[src/rtl/ram_port_initiator.sv]
`default_nettype none
// +----------------------------------------------------------------------+
// | Module   : ram_port_initiator                                        |
// | Brief    : Drives one RAM port for a valid/ready requester and keeps |
// |            a written-address map with population count.              |
// | Revision : 1.0 - initial release                                     |
// +----------------------------------------------------------------------+
module ram_port_initiator #(
    parameter int DEPTH  = 8,
    parameter int RD_LAT = 1
) (
    input  logic       clk,
    input  logic       reset,
    input  logic       req_valid,
    output logic       req_ready,
    input  logic       req_write,
    input  logic [7:0] req_addr,
    input  logic [7:0] req_wdata,
    output logic       resp_valid,
    input  logic       resp_ready,
    output logic [7:0] resp_data,
    output logic       resp_err,
    output logic       ram_we,
    output logic [7:0] ram_addr,
    output logic [7:0] ram_wdata,
    input  logic [7:0] ram_rdata,
    input  logic       clr_map,
    output logic [3:0] wr_count,
    output logic       full
);

    typedef enum logic [2:0] {
        IDLE  = 3'd0,
        WRITE = 3'd1,
        ISSUE = 3'd2,
        WAIT  = 3'd3,
        RESP  = 3'd4
    } state_t;

    localparam logic [8:0] c_DEPTH_LIM = 9'(DEPTH);
    localparam logic [3:0] c_DEPTH_CNT = 4'(DEPTH);
    localparam logic [1:0] c_WAIT_INIT = 2'(RD_LAT - 1);

    state_t           r_state;
    logic [1:0]       r_wait_cnt;
    logic [DEPTH-1:0] r_map;

    logic             w_hs;
    logic             w_in_range;
    logic             w_map_set;
    logic [DEPTH-1:0] w_map_next;
    logic [3:0]       w_count_next;

    assign w_hs       = req_valid && req_ready;
    assign w_in_range = {1'b0, req_addr} < c_DEPTH_LIM;
    assign w_map_set  = w_hs && req_write && w_in_range;

    // Clear is applied first so a coincident write survives it.
    always_comb begin
        w_map_next   = clr_map ? '0 : r_map;
        w_count_next = '0;
        for (int i = 0; i < DEPTH; i++) begin
            if (w_map_set && (req_addr == 8'(i))) begin
                w_map_next[i] = 1'b1;
            end
        end
        for (int i = 0; i < DEPTH; i++) begin
            w_count_next = w_count_next + 4'(w_map_next[i]);
        end
    end

    always_ff @(posedge clk or negedge reset) begin
        if (!reset) begin
            r_map    <= '0;
            wr_count <= '0;
            full     <= 1'b0;
        end else begin
            r_map    <= w_map_next;
            wr_count <= w_count_next;
            full     <= (w_count_next == c_DEPTH_CNT);
        end
    end

    always_ff @(posedge clk or negedge reset) begin
        if (!reset) begin
            r_state    <= IDLE;
            r_wait_cnt <= '0;
            req_ready  <= 1'b0;
            resp_valid <= 1'b0;
            resp_data  <= '0;
            resp_err   <= 1'b0;
            ram_we     <= 1'b0;
            ram_addr   <= '0;
            ram_wdata  <= '0;
        end else begin
            case (r_state)
                IDLE: begin
                    if (w_hs) begin
                        req_ready <= 1'b0;
                        if (!w_in_range) begin
                            r_state    <= RESP;
                            resp_valid <= 1'b1;
                            resp_err   <= 1'b1;
                            resp_data  <= '0;
                        end else if (req_write) begin
                            r_state   <= WRITE;
                            ram_we    <= 1'b1;
                            ram_addr  <= req_addr;
                            ram_wdata <= req_wdata;
                        end else begin
                            r_state  <= ISSUE;
                            ram_addr <= req_addr;
                        end
                    end else begin
                        req_ready <= 1'b1;
                    end
                end
                WRITE: begin
                    // ram_wdata still holds the accepted write data.
                    ram_we     <= 1'b0;
                    resp_valid <= 1'b1;
                    resp_err   <= 1'b0;
                    resp_data  <= ram_wdata;
                    r_state    <= RESP;
                end
                ISSUE: begin
                    r_wait_cnt <= c_WAIT_INIT;
                    r_state    <= WAIT;
                end
                WAIT: begin
                    if (r_wait_cnt == 2'd0) begin
                        resp_valid <= 1'b1;
                        resp_err   <= 1'b0;
                        resp_data  <= ram_rdata;
                        r_state    <= RESP;
                    end else begin
                        r_wait_cnt <= r_wait_cnt - 2'd1;
                    end
                end
                RESP: begin
                    if (resp_ready) begin
                        resp_valid <= 1'b0;
                        req_ready  <= 1'b1;
                        r_state    <= IDLE;
                    end
                end
                default: begin
                    r_state <= IDLE;
                end
            endcase
        end
    end

endmodule
`default_nettype wire

[config.mk]
export PLATFORM = sky130hd
export DESIGN_NAME = ram_port_initiator
export DESIGN_NICKNAME = d
export VERILOG_FILES = /design/src/rtl/ram_port_initiator.sv
export SDC_FILE = /design/constraint.sdc
export NUM_CORES = 1
export LEC_CHECK = 0
export ABC_AREA = 1
export CAP_MARGIN = 20
export CORE_MARGIN = 8
export CORE_UTILIZATION = 51
export CTS_CLUSTER_DIAMETER = 30
export CTS_CLUSTER_SIZE = 8
export DETAILED_ROUTE_END_ITERATION = 8
export PLACE_DENSITY = 0.92
export SETUP_SLACK_MARGIN = 0.15
export SLEW_MARGIN = 30
export SYNTH_ARGS = -nofsm -noshare
export SYNTH_HDL_FRONTEND = slang
export SYNTH_SLANG_ARGS = --single-unit
[constraint.sdc]
create_clock -name clk -period 7.8 [get_ports clk]
set_input_delay 1.56 -clock clk [delete_from_list [all_inputs] [get_ports clk]]
set_output_delay 1.56 -clock clk [all_outputs]
set_load 0.03 [all_outputs]
==> flow_summary.ini <==
[global_route]
grt_pass1_vias = 1935
grt_pass1_wl_um = 8830
grt_use_total_pct = 16.8
gr-total-overflow = 0
antenna_found_initial = 0
grt_max_degree = 47

[cts]
clk_pin_slew_ns = 0.08
cts_buffer_depth = 2
worstSkewPairLatency_ns = 0.29
htreeDepth = 2
hold_buffers = 0
cts_made_buffers = 5
cts-resized-gates = 0
cts_setup_buffers = 0
cts.sinks = 46
cts_tree = built
clock-root-buffer = clkbuf_8

[die]
pin_count = 63
core_mm2 = 0.00429
fp.dieH_um = 82.1
rows = 24
chipWidth_um = 82.1
die-area_mm2 = 0.00675
initial_utilization_pct = 52.0

[sta]
finalHoldViolations = 0
fin_crit_sh_pct = 67.5
worst_slew_margin_rel_pct = 61.1
finalMaxSlewViolations = 0
fin_tns_setup_ns = 0
rsz0062_at_grt = no
fin_ws_ns = 2.53
fin_crit_ns = 5.27
worst_pin_slew_ns = 0.584
finalSetupViolCount = 0
fmaxAchievable_ghz = 0.190
skew_ns = 0.00602

[synth]
syn-num-nets = 286
syn_avg_cell_area_um2 = 9.00
synth_edf_count = 0
seq_area_frac_synth_pct = 51.6
synth-main-ff-cell = dfrtp_1
synth-seq-cells = 46
synth.distinct_cells = 26
syn_area_mm2 = 0.00223
synth_cells = 248
ys_async_sr_fraction_pct = 100
synth_warnings = 0

[finish]
final_cell_mix = nand2_1 (75), clkdlybuf4s50_1 (61), dfrtp_1 (46)
stdcell_area_mm2 = 0.00298
final_util_pct = 69.3
layout_commonest_cell = nand2_1
nNetsFinal = 349
antenna_cells = 0
final_layout_size_suffix_gt1_share_pct = 9.29
syn_to_final_growth_pct = 33.4

[power]
leakagePower_nw = 1.50
power_density_mw_per_mm2 = 220
worst_ir_drop_vdd_v = 0.000112

[setup_path]
path_buf_inv = 4
path_class = in2reg
worstPathCellList = clkdlybuf4s50_1, inv_1, nor2_2, nand2_2, o22ai_1, fa_1, fa_1, inv_1, fa_1, inv_1, ha_1, fa_1, xor2_1, nor3_1, and2_1
crit_path_max_fanout = 10
start_kind = primary input
crit_path_end_kind = flip-flop
cp.required_ns = 8.03
critPathArrivalTime_ns = 5.50
crit_family = adder cells
critical_path.max_stage_delay_ns = 0.49
crit_slowest_cell = fa_1
critPathMostFrequentCell = fa_1

[route]
route.vias.total = 1875
drt_iter0_drc = 95
routed_wl_um = 5250
drtPass1Iterations = 4
ant_nets = 0
drc_errors = 0
vias_per_cell = 5.15
post_drt_wl_per_cell_um = 14.4

[place]
placed_area_mm2 = 0.00286
gp_congestion = 0.810
hpwlAfterDp_um = 4050
dp_slack_ns = 2.20
port_buffers = 62

[run]
max_cap_viol_count = 0

[worst_hold_path]
hp-class = reg2reg

[status]
status = completed
Yosys cell counts (2+ instances only):
library cell	number	share of area (%)
a21oi_1	5	1.1
buf_2	3	0.67
buf_6	3	1.5
dfrtp_1	46	52
fa_1	4	3.6
ha_1	4	2.2
inv_1	29	4.9
inv_2	2	0.34
inv_4	2	0.56
nand2_1	75	13
nand2_2	5	1.4
nand2_4	2	1.0
nand3_1	33	7.4
nand3_2	2	0.90
nor2_1	9	1.5
nor2_2	3	0.84
nor2_4	3	1.5
o21ai_0	3	0.67
o22ai_1	8	2.2
final timing paths:
path	from	to	slack (ns)	cells past startpoint
max	req_write	full	2.53	15
min	resp_data[0]	resp_data[0]	0.47	2
max reg2reg	req_ready	full	3.89	14
min reg2reg	resp_data[0]	resp_data[0]	0.47	2
max in group asynchronous	reset	ram_wdata[2]	6.14	1
min in group asynchronous	reset	resp_err	1.25	1
worst register-to-register path: stages, from the launching register on:
cell     delay (ns)
dfrtp_1        0.38
nand2_1        0.08
nor2_2         0.35
nand2_2        0.21
o22ai_1        0.26
fa_1           0.48
fa_1           0.48
inv_1          0.05
fa_1           0.49
inv_1          0.04
ha_1           0.22
fa_1           0.38
xor2_1         0.16
nor3_1         0.12
and2_1         0.14
metrics by stage:
| step | total power [mW] | instances | hold WS, ns |
|---|---|---|---|
| final | 0.655 | 364 | 0.475 |
| after CTS | 0.661 | 364 | 0.475 |
| after global placement | 0.481 | 356 | 0.450 |
| after floorplan | 0.414 | 248 | 0.478 |
| after detailed placement | 0.486 | 356 | 0.453 |
| after global routing | 0.686 | 364 | 0.503 |
routing by layer:
layer,up-vias,routed length (um),track usage (%)
met5,-,0,0
met4,0,108,5.26
met3,14,462,4.87
met2,73,2710,30.5
met1,878,1970,18.5
li1,910,-,-
layout make-up:
class / instances / area [um2]
Clock buffer: 6 / 72.6
Multi-Input combinational cell: 163 / 902
Timing Repair Buffer: 62 / 618
Inverter: 33 / 129
Sequential cell: 46 / 1150
Fill cell: 316 / 1320
Tap cell: 52 / 65.1
Clock inverter: 2 / 37.5
power breakdown:
group	total [mW]	switching (mW)	leakage [nW]	internal [mW]
Sequential	0.279	0.0183	0.626	0.261
Combinational	0.202	0.127	0.827	0.0749
Clock	0.174	0.0782	0.0514	0.0956
Total	0.655	0.224	1.50	0.431
cell families after synthesis:
| family | synth area share (%) |
|---|---|
| fa+ha+maj | 5.83 |
| buf+inv | 7.96 |
| compound gates | 4.37 |
| xor+xnor | 0.393 |
| flops | 51.6 |
| simple gates | 29.8 |
flip-flops by register name, summed over array words and instances, names as in the netlist, 2 cells and up:
signal	count
r_state	3
ram_addr	8
ram_wdata	8
resp_data	8
r_map	8
wr_count	4
r_wait_cnt	2
No activity file was read; power rests on OpenSTA's default activity.
